$ cat config.mk
export PLATFORM = sky130hd
export DESIGN_NAME = dram_resp_fifo
export DESIGN_NICKNAME = d
export VERILOG_FILES = /design/src/rtl/dram_responder_model.sv
export SDC_FILE = /design/constraint.sdc
export NUM_CORES = 1
export LEC_CHECK = 0
export CAP_MARGIN = 20
export CORE_MARGIN = 8
export CORE_UTILIZATION = 32
export DETAILED_ROUTE_END_ITERATION = 12
export SYNTH_ARGS = -nofsm -noshare
export SYNTH_HDL_FRONTEND = slang
export SYNTH_SLANG_ARGS = --single-unit
$ cat constraint.sdc
create_clock -name clk -period 1.61 [get_ports clk]
set_input_delay 0.161 -clock clk [delete_from_list [all_inputs] [get_ports clk]]
set_output_delay 0.161 -clock clk [all_outputs]
set_load 0.005 [all_outputs]
$ cat src/rtl/dram_responder_model.sv
// dram_responder_model
//   On-chip stand-in for a DDR controller on the DRAM user-logic protocol.
//   Commands ({Address, Read}) enter an address FIFO. Write beats enter a
//   write buffer. A small FSM executes one 2-beat burst at a time against
//   block RAM. Read beats are returned through a first-word-fall-through
//   read buffer.
//
//   Ports
//     clk, rstn           clock, asynchronous active-low reset
//     Address, Read       command beat address (bit0 ignored) / 1 = read
//     WriteAF, AFfull     address FIFO push / full
//     WriteData, WriteWB  write beat / push into write buffer
//     WBfull              write buffer full
//     ReadData, ReadRB    read buffer head (0 while empty) / pop
//     RBempty, RBfull     read buffer flags
//     err                 sticky: push to a full FIFO or pop of an empty RB

// Count-tracked FIFO with a combinational head (first-word fall-through).
// The flags are registers loaded from the next count, so they follow a
// push or pop by one cycle. A push while full or a pop while empty is
// ignored here; the parent reports it.
module dram_resp_fifo #(
    parameter int W     = 8,
    parameter int DEPTH = 8
) (
    input  logic                         clk,
    input  logic                         rstn,
    input  logic                         push,
    input  logic [W-1:0]                 wdata,
    input  logic                         pop,
    output logic [W-1:0]                 rdata,
    output logic [$clog2(DEPTH+1)-1:0]   cnt,
    output logic                         full,
    output logic                         empty
);
    localparam int AW = $clog2(DEPTH);
    localparam int CW = $clog2(DEPTH+1);
    localparam logic [CW-1:0] FULL_CNT = CW'(DEPTH);

    logic [W-1:0]  mem [DEPTH];
    logic [AW-1:0] wp, rp;
    logic [CW-1:0] cnt_nxt;
    logic          push_ok, pop_ok;

    // A push into a full FIFO is dropped even if a pop frees a slot
    // in the same cycle.
    assign push_ok = push && !full;
    assign pop_ok  = pop && !empty;
    assign rdata   = mem[rp];

    always_comb begin
        cnt_nxt = cnt;
        if (push_ok && !pop_ok)
            cnt_nxt = cnt + CW'(1);
        else if (!push_ok && pop_ok)
            cnt_nxt = cnt - CW'(1);
    end

    always_ff @(posedge clk or negedge rstn) begin
        if (!rstn) begin
            wp    <= '0;
            rp    <= '0;
            cnt   <= '0;
            full  <= 1'b0;
            empty <= 1'b1;
        end else begin
            if (push_ok) wp <= wp + AW'(1);
            if (pop_ok)  rp <= rp + AW'(1);
            cnt   <= cnt_nxt;
            full  <= (cnt_nxt == FULL_CNT);
            empty <= (cnt_nxt == '0);
        end
    end

    // Storage is not reset; the pointers alone define the contents.
    always_ff @(posedge clk) begin
        if (push_ok) mem[wp] <= wdata;
    end
endmodule

==> impl_results.md, run 1 <==
- RSZ-0062 raised after global routing: yes
- Avg Cell Area, Syn: 18.40 µm²
- Number of global-route vias before repair: 1,738
- Final worst slack: -0.4974 ns
- Clock tree buffer depth: 2
- First-pass GRT wire length: 9694 µm
- Area of the multi-input gates: 915.9 µm²
- Comb power frac: 0.422
- Pre-CTS setup slack: -0.3970 ns
- Main synth FF type: edfxtp_1
- Crit. Startpoint: rp[0]
- Reg2reg start: empty
- Clock Pin Slew Worst Setup and Hold Paths: 0.09 ns
- Synth Net Count: 188
- Finish-stage setup viols: 8
- Final wirelength: 6171 µm
- Slowest cell on crit path: mux4_2
- Fin. max-slew vios: 0
- Wire per inst: 16.33 µm
- Initial antenna violation count: 0
- DR iter-0 viols: 124
- Area after DPL: 3784 µm²
- CP endpoint kind: primary output
- Ys Warns: 0
- Tmin final: 2.107 ns
- CP Launch Type: flip-flop
- CTS tree: yes
- Gpl congestion: 0.7466
- Std-Cell Core Area: 9684 µm²
- Crit path buf inv count: 3
- P&R area growth vs syn: 31.90%
- WP data arrival: 1.95 ns
- Switch Pwr: 2.265 mW
- # IOs: 26
- CP top delay family: multiplexers
- Hpwl dp: 3876 µm
- WS Path Type: reg -> out
- R2R setup slack: 0.02 ns
- Worst r2r path cells: 4
- Final instance area: 4175 µm²
- Critical Path End: rdata[4]
- Maximum number of pins on one net before global-route repair: 19
- Final Skew: 0.01094 ns
- Worst-path fanout max: 5
- H-Tree Depth: 3
- Final Hold Vio Count: 0
- FMAX: 474.5 MHz
- Fin nets: 256
- Post-CTS Hold Fix Bufs: 0
- Class of the worst hold path: in -> async
- Clock buffer count from CTS: 9
- Clk pwr share: 0.216
- Most common cell after layout, fill and taps aside: edfxtp_1
- Fill cell count: 839
- Synth unique cells: 33
- Max-cap violation count: 0
- Slowest stage delay, CP: 0.49 ns
- Seq pwr share: 0.362
- Switch share: 0.2959
- Port-buffer cells: 25
- Register area share after synthesis: 0.7024
- Inserted Diodes: 0
- Most frequent cells in the layout: edfxtp_1 (64), buf_4 (30), clkdlybuf4s50_1 (16)
- Die width: 115.5 µm
- FF+latch area: 2226 µm²
- Slew @ Worst Pin: 0.5745 ns
- Root Driver: clkbuf_8
- Async S/R FF share, synth: 0.1579
- Leakage: 1.516 nW
- GR Util All Layers: 0.09893
- Drt first pass iters: 4
- Worst-path cell chain: clkbuf_16 > buf_4 > mux4_2 > mux2_2 > buf_2
- Period Utilization, post-route: 1.309
- DRC: 0
- Antenna viol nets, final: 0
- Layout cell share with drive strength beyond 1: 0.4163
- Via-to-Cell Ratio: 4.513
- Reg2Reg Capture Point: full
- WHS: 0.1784 ns
- Worst-skew pair later-pin latency: 0.34 ns
- WP depth: 5
- Initial core utilization: 0.3269
- Die Span Y: 115.5 µm
- PD cells: 1833 nW/µm²
- Mapped Area: 3166 µm²
- Full die area: 13,330 µm²
- Worst slew margin: 0.6158
- FF+latch count, synth: 76
- Total grt overflow: 0
- Failing checks: setup timing
- Rows: 36
- Status: finished, violations left
- Gate Count Post-Synth: 172
- Int Power: 5.389 mW
- Post-synth EDFFs: 64
- Worst EP required: 1.45 ns
- Vias: 1,706
- Peak supply drop: 0.0005651 V
- Clk sinks: 76
[synth_stat cells, types with 2 or more instances]
master | instances | area [µm²]
edfxtp_1 | 64 | 1922
nand2_1 | 14 | 52.55
dfrtp_1 | 11 | 275.3
mux4_1 | 9 | 236.5
mux2_2 | 8 | 90.09
nor2_1 | 8 | 30.03
mux4_2 | 7 | 157.7
nand2b_1 | 5 | 31.28
xnor2_1 | 5 | 43.79
ha_1 | 4 | 50.05
inv_1 | 4 | 15.01
nor3_1 | 4 | 20.02
buf_2 | 3 | 15.01
o211ai_1 | 3 | 22.52
a211oi_1 | 2 | 15.01
buf_6 | 2 | 22.52
clkbuf_1 | 2 | 7.510
nor2b_1 | 2 | 12.51
[power groups by stage]
stage          Sequential (mW)  Clock (mW)  Combinational, mW
2_1_floorplan             2.75           0               1.54
3_3_place_gp              2.77           0               2.77
3_5_place_dp              2.79           0               2.82
4_1_cts                   2.78        1.69               3.12
5_1_grt                   2.82        1.78               3.51
6_report                  2.77        1.65               3.23
[stage by stage]
stage | power, mW | utilization | TNS, ns | instances
after floorplan | 4.283 | - | 0 | 172
after global placement | 5.547 | 0.3907 | -9.655 | 351
after detailed placement | 5.604 | 0.3907 | -11.57 | 351
after CTS | 7.590 | 0.4227 | -4.010 | 375
after global routing | 8.103 | 0.4311 | -4.278 | 378
final | 7.654 | 0.4311 | -3.724 | 378
[state kept, by name (all words and copies together) (netlist names)]
register,cells
wp,3
rp,3
empty,1
cnt,4
full,1
mem,64
[worst register-to-register path: stages (launching register included)]
cell and delay, ns:
dfstp_2 0.57, nor2b_4 0.06, or4_4 0.52, nand4_4 0.11, and4b_1 0.22
[area by class of cell]
cell class	instances	share of cell area
flip-flops and latches	76	0.5331
multi-input cells	84	0.2194
repair buffers	65	0.1489
well taps	133	0.03986
clock buffers	9	0.02967
clock inverters	7	0.02547
inverters	4	0.003596
[cells by family (layout without fill, tap and decap cells)]
| kind of cell | after synthesis | in the layout | share of synthesized area |
|---|---|---|---|
| compound gates | 9 | 9 | 0.02015 |
| xor+xnor | 5 | 5 | 0.01383 |
| fa+ha+maj | 4 | 4 | 0.01581 |
| buf+inv | 12 | 85 | 0.02529 |
| flops | 76 | 76 | 0.7024 |
| mux | 24 | 24 | 0.1530 |
| simple gates | 42 | 42 | 0.06957 |
[per-layer routing]
| layer | global-route usage | part of all wire | vias to the layer above |
|---|---|---|---|
| met5 | 0 | 0 | - |
| met4 | 0.04991 | 0.017 | 0 |
| met3 | 0.02397 | 0.032 | 8 |
| met2 | 0.1523 | 0.49 | 29 |
| met1 | 0.1274 | 0.47 | 860 |
| li1 | - | - | 809 |
[worst min-delay path by stage]
| stage | startpoint | to | slack [ns] | cells after the start |
|---|---|---|---|---|
| 2_1_floorplan | rstn | cnt[0] | -0.13 | 0 |
| 3_3_place_gp | wp[0] | wp[0] | 0.51 | 2 |
| 3_5_place_dp | wp[0] | wp[0] | 0.53 | 2 |
| 4_1_cts | rstn | cnt[3] | 0.19 | 1 |
| 5_1_grt | rstn | cnt[1] | 0.22 | 1 |
| 6_report | rstn | cnt[3] | 0.18 | 1 |
[timing repair]
action,in CTS,in global routing
pin swaps,3,2
endpoints found under the setup margin,9,12
cloned,1,0
setup buffers,8,3
gates resized for setup,54,13
No activity file was read; power rests on OpenSTA's default activity.
==> run 2: changes to the inputs <==
HOLD_SLACK_MARGIN = 0.08   (was not set)
SLEW_MARGIN = 20   (was not set)
==> results of run 2 <==
No change in the layout: final DEF, timing and power equal those of run 1.
==> run 3: changes to the inputs <==
CORE_MARGIN = not set   (was 8)
clock period = 2.3 ns   (was 1.61 ns; I/O delays follow)
==> impl_results.md, run 3 (synthesis results as in run 1) <==
- WS Path Type: reg -> out (unchanged)
- Most frequent cells in the layout: edfxtp_1 (64), clkdlybuf4s50_1 (17), buf_4 (15) (was edfxtp_1 (64), buf_4 (30), clkdlybuf4s50_1 (16))
- Fin nets: 237 (was 256)
- Full die area: 10,290 µm² (was 13,330 µm²)
- Final wirelength: 5952 µm (was 6171 µm)
- DRC: 0 (unchanged)
- Worst slew margin: 0.6125 (was 0.6158)
- Std-Cell Core Area: 9415 µm² (was 9684 µm²)
- Antenna viol nets, final: 0 (unchanged)
- Worst-path fanout max: 5 (unchanged)
- RSZ-0062 raised after global routing: no (was yes)
- DR iter-0 viols: 88 (was 124)
- Drt first pass iters: 4 (unchanged)
- WP data arrival: 2.00 ns (was 1.95 ns)
- CP top delay family: multiplexers (unchanged)
- Inserted Diodes: 0 (unchanged)
- Clock buffer count from CTS: 9 (unchanged)
- H-Tree Depth: 3 (unchanged)
- GR Util All Layers: 0.1306 (was 0.09893)
- Total grt overflow: 0 (unchanged)
- Slowest stage delay, CP: 0.44 ns (was 0.49 ns)
- Number of global-route vias before repair: 1,684 (was 1,738)
- Clock tree buffer depth: 2 (unchanged)
- Gpl congestion: 0.7861 (was 0.7466)
- Root Driver: clkbuf_8 (unchanged)
- Worst EP required: 2.07 ns (was 1.45 ns)
- Via-to-Cell Ratio: 4.668 (was 4.513)
- Worst-skew pair later-pin latency: 0.34 ns (about the same)
- Clk sinks: 76 (unchanged)
- Tmin final: 2.228 ns
- Most used cell, CP: buf_4
- Total power: 5.051 mW (was 7.654 mW)
- Top Registers: mem: 64 flops, cnt: 4 flops (unchanged)
- Final Hold Vio Count: 0 (unchanged)
- Reg2reg start: cnt[0] (was empty)
- Clock Pin Slew Worst Setup and Hold Paths: 0.08 ns (was 0.09 ns)
- Port-buffer cells: 25 (unchanged)
- CP endpoint kind: primary output (unchanged)
- First-pass GRT wire length: 9404 µm (was 9694 µm)
- Class of the worst hold path: in -> async (unchanged)
- PD cells: 1278 nW/µm² (was 1833 nW/µm²)
- Crit. Startpoint: rp[0] (unchanged)
- Largest register FFs: 64 (unchanged)
- Peak supply drop: 0.0005222 V (was 0.0005651 V)
- Initial antenna violation count: 0 (unchanged)
- Vias: 1,657 (was 1,706)
- CP Launch Type: flip-flop (unchanged)
- # IOs: 26 (unchanged)
- CTS tree: yes (unchanged)
- Most common cell after layout, fill and taps aside: edfxtp_1 (unchanged)
- P&R area growth vs syn: 24.82% (was 31.90%)
- Worst-path cell chain: buf_4 > buf_4 > buf_12 > mux4_2 > mux2_4 > buf_2 (was clkbuf_16 > buf_4 > mux4_2 > mux2_2 > buf_2)
- Die Span Y: 101.5 µm (was 115.5 µm)
- Slew @ Worst Pin: 0.5795 ns (was 0.5745 ns)
- Wire per inst: 16.77 µm (was 16.33 µm)
- Reg with most FFs: mem (unchanged)
- Finish-stage setup viols: 0 (was 8)
- FMAX: 448.9 MHz
- Die width: 101.5 µm (was 115.5 µm)
- Layout cell share with drive strength beyond 1: 0.3009 (was 0.4163)
- Post-CTS Hold Fix Bufs: 0 (unchanged)
- Rows: 35 (was 36)
- Crit path buf inv count: 4 (was 3)
- Initial core utilization: 0.3362 (was 0.3269)
- Final Skew: 0.007819 ns (was 0.01094 ns)
- Hpwl dp: 3511 µm (was 3876 µm)
- Leakage: 1.397 nW (was 1.516 nW)
- WHS: 0.2563 ns (was 0.1784 ns)
- Fin. max-slew vios: 0 (unchanged)
- Period Utilization, post-route: 0.9686
- Maximum number of pins on one net before global-route repair: 19 (unchanged)
- Slowest cell on crit path: dfrtp_2 (was mux4_2)
- Max-cap violation count: 0 (unchanged)
- Status: completed (was finished, violations left)
## run 3: path summary, 6_finish.rpt
check                      depth (start not counted)  slack, ns       end
max in group asynchronous                          1       1.63     rp[0]
max reg2reg                                        5       0.55     empty
min                                                1       0.26     wp[1]
min in group clk                                   2       0.54     wp[0]
max                                                6       0.07  rdata[6]
min reg2reg                                        2       0.54     wp[0]
## run 3: through the flow
step,TNS (ns),cells,cell area [µm²],worst slack [ns],utilization
after detailed placement,0,330,3615,0.1816,0.3839
final,0,355,3951,0.07216,0.4197
after CTS,-0.01427,355,3948,-0.01427,0.4193
after floorplan,0,172,3166,0.5339,-
after global routing,0,355,3951,0.001799,0.4197
after global placement,0,330,3615,0.2045,0.3839
## run 3: power breakdown
| part | internal [mW] | switching, mW | leakage [nW] | total (mW) |
|---|---|---|---|---|
| clock | 0.723 | 0.483 | 0.117 | 1.21 |
| sequential | 1.77 | 0.187 | 0.723 | 1.96 |
| combinational | 1.12 | 0.761 | 0.557 | 1.89 |
## run 3: layer usage
metal / GRT usage / part of all wire / up-vias
met1: 0.1686 / 0.47 / 845
li1: - / - / 770
met4: 0.04013 / 0.013 / 0
met5: 0 / 0 / -
met3: 0.04969 / 0.045 / 9
met2: 0.2046 / 0.48 / 33
## run 3: timing repair
action | CTS | global route
pin swaps | 0 | 0
endpoints found under the setup margin | 8 | 6
cloned | 2 | 0
gates resized for setup | 37 | 8
setup buffers | 7 | 0
## run 3: area by class of cell
type                    instances  area (µm²)
clock inverters                 6       111.4
repair buffers                 46       456.7
inverters                       4       15.01
flip-flops and latches         76        2225
fillers                       849        5464
clock buffers                  10       127.6
well taps                     129       161.4
multi-input cells              84       854.6
## run 3: worst register-to-register path, delay by kind of cell, from the launching register on
family,cells,cell delay (ns)
AND/OR/NAND/NOR,1,0.37
AO/OA/AOI/OAI,2,0.39
buffers and inverters,1,0.09
flip-flops,1,0.46
adder cells (fa/ha/maj),1,0.34
==> edit (config.mk and constraints of run 2) <==
Reset style: synchronous (`rstn`), changed in one clocked block. Comments in the files are not updated.
--- a/src/rtl/dram_responder_model.sv
+++ b/src/rtl/dram_responder_model.sv
@@ -56,7 +56,7 @@
             cnt_nxt = cnt - CW'(1);
     end
 
-    always_ff @(posedge clk or negedge rstn) begin
+    always_ff @(posedge clk) begin
         if (!rstn) begin
             wp    <= '0;
             rp    <= '0;
Behaviour: differs if rstn is asserted again (counterexample within 4 cycles, from zero or initial values and one cycle with rstn low); with rstn held inactive, the same outputs for 10 cycles.
==> edit against run 2 <==
The flow still finishes with violations (negative setup slack). Sequential cell count rose by 3. Fmax rose by 10%. Area after synthesis barely moved. Core utilization fell by 2.1 points. Sequential share of layout area rose by 2.9 points. Critical path depth fell by 1. Setup slack improved by 0.19 ns. First-iteration DRC count fell by 29%. Routed wire length fell by 2.3%. Cell area fell by 4.9%. Worst hold slack improved by 0.33 ns. Critical path type unchanged.
Power is not compared: it rests on default switching activity, and its combinational part moved more than twofold at a synthesized area within 25%.
==> edit: results (changes against run 2) <==
Run status
  • Outcome: finished, violations left
  • Violations in the final reports: negative setup slack

Logic synthesis
  • Number of warnings reported in the yosys synthesis log: 0 (unchanged)
  • Synth async-reset ratio: 0% (-16 points)
  • EDFF count, synth: 64 (unchanged)
  • Main synth FF type: edfxtp_1
  • Post-synth top cells: edfxtp_1 (64), dfxtp_1 (15), mux4_1 (15), nand2_1 (13), nor2_1 (11)
  • Post-Syn Nets: 189 (+0.53%)
  • Leading cell types by total area after synthesis: edfxtp_1 (61%), mux4_1 (12%), dfxtp_1 (9.5%)
  • Count of distinct cell types in the synthesized netlist: 32 (-3.0%)
  • Part of the Yosys area used for sequential elements: 70.3% (about the same)

STA
  • Clock skew: 0.00856 ns (-0.00238 ns)
  • Total Negative Setup Slacks: -2.36 ns (+1.36 ns)
  • Relative max-transition margin: 78.1% (+17 points)
  • Final setup violation count: 8 (unchanged)
  • Least setup slack across all paths after layout: -0.306 ns (+0.191 ns)

Route
  • Iteration-0 DRC count of the detailed router: 88 (-29%)
  • Router iterations before antenna repair: 4 (unchanged)
  • Total Wirelength: 6.03 mm (-2.3%)
  • Routed vias: 1647 (-3.5%)

Place
  • Total of buffers placed on input and output ports: 25 (unchanged)
  • HPWL after detailed placement: 3.78 mm (-2.5%)
  • Final RePlAce weighted congestion: 0.722 (-3.3%)

Global route
  • All-layer global routing usage: 10.2% (+0.35 points)
  • First-pass GRT wire length: 10.0 mm (+3.3%)
  • Largest net degree at the start of global routing: 17 (-2)
  • Initial antenna violation count: 0 (unchanged)
  • Vias in the first global route: 1844 (+6.1%)

Power
  • Psw: 1.18 mW
  • Worst VDD drop: 0.000627 V
  • P_leak: 1.35 nW

Worst setup path
  • Data arrival time of the critical path: 1.76 ns (-0.19 ns)
  • Max stage delay on crit path: 0.50 ns
  • Cell with the largest stage delay on the worst path: mux4_2
  • Highest net fanout along the worst path: 8 (+3)

Clock tree
  • Number of levels in the clock H-tree: 3 (unchanged)
  • Number of buffers inserted during clock tree synthesis: 9 (unchanged)
  • Worst-case clock buffer depth: 2 (unchanged)
  • Clock Latency Late Sink: 0.34 ns (about the same)
  • CTS Root Cell: clkbuf_8
  • CTS clk-pin slew, worst paths: 0.08 ns

Layout
  • Final net count: 247 (-3.5%)
  • Fraction of layout cells with a size suffix above 1: 36.2% (-5.5 points)
  • Largest registers ranked by flip-flop count: mem (64), cnt (4)
  • Antenna Cells: 0 (unchanged)

Worst hold path
  • Path class of the lowest-slack min-delay path: reg2reg
edit: kinds of logic (layout without fill, tap and decap cells):
family	after synthesis	in the layout	synth area share, %
flops	79	79	70.3
simple gates	42	42	6.53
fa+ha+maj	4	4	1.58
mux	24	24	16.0
buf+inv	8	70	1.74
compound gates	10	10	2.22
xor+xnor	6	6	1.66
edit: path summary, 6_finish.rpt:
kind | cells after the start | slack [ns] | endpoint | from
hold reg to reg | 2 | 0.50 | rp[1]$_SDFFE_PN0P_ | rp[1]$_SDFFE_PN0P_
setup reg to reg | 5 | 0.07 | full$_SDFF_PN0_ | cnt[0]$_SDFF_PN0_
hold / removal | 2 | 0.50 | rp[1]$_SDFFE_PN0P_ | rp[1]$_SDFFE_PN0P_
setup / recovery | 4 | -0.31 | rdata[5] | flip-flop
edit: timing repair:
item / 4_1_cts / 5_1_grt
pin swaps: 0 / 2
gates cloned: 1 / 0
setup endpoints to repair: 8 / 10
setup buffers: 2 / 2
resized for setup: 59 / 12
edit: routing by layer:
| metal | wire, um | global-route usage (%) |
|---|---|---|
| met5 | 0 | 0 |
| met4 | 44 | 3.42 |
| met3 | 349 | 3.28 |
| met2 | 2900 | 15.9 |
| met1 | 2740 | 13.3 |
edit: critical path, delay by kind of cell (launching register included):
kind | cells | cell delay (ns)
DFF | 1 | 0.37
muxes | 2 | 0.78
buffers and inverters | 2 | 0.26
edit: metrics by stage:
step                hold WS (ns)  cells  setup slack, ns  instance area, um^2  utilization, %
detailed placement         0.489    350           -0.363                 3760            38.9
finish                     0.504    368           -0.306                 3970            41.0
CTS                        0.503    368           -0.409                 3960            40.9
global route               0.530    368           -0.391                 3970            41.0
floorplan                  0.232    173           0.0884                 3170               -
global placement           0.479    350           -0.365                 3760            38.9
edit: area by class of cell:
| class | count | area [um^2] |
|---|---|---|
| Multi-Input combinational cell | 86 | 887 |
| Tap cell | 133 | 166 |
| Timing Repair Buffer | 52 | 488 |
| Inverter | 3 | 11.3 |
| Fill cell | 895 | 5710 |
| Clock buffer | 9 | 124 |
| Clock inverter | 6 | 62.6 |
| Sequential cell | 79 | 2230 |
edit: power by group through the flow:
stage	Combinational, mW	Sequential (mW)	Clock, mW
floorplan	0.496	2.42	0
global placement	0.929	2.42	0
detailed placement	0.945	2.42	0
CTS	1.05	2.39	1.45
global route	1.17	2.42	1.55
finish	1.06	2.40	1.39
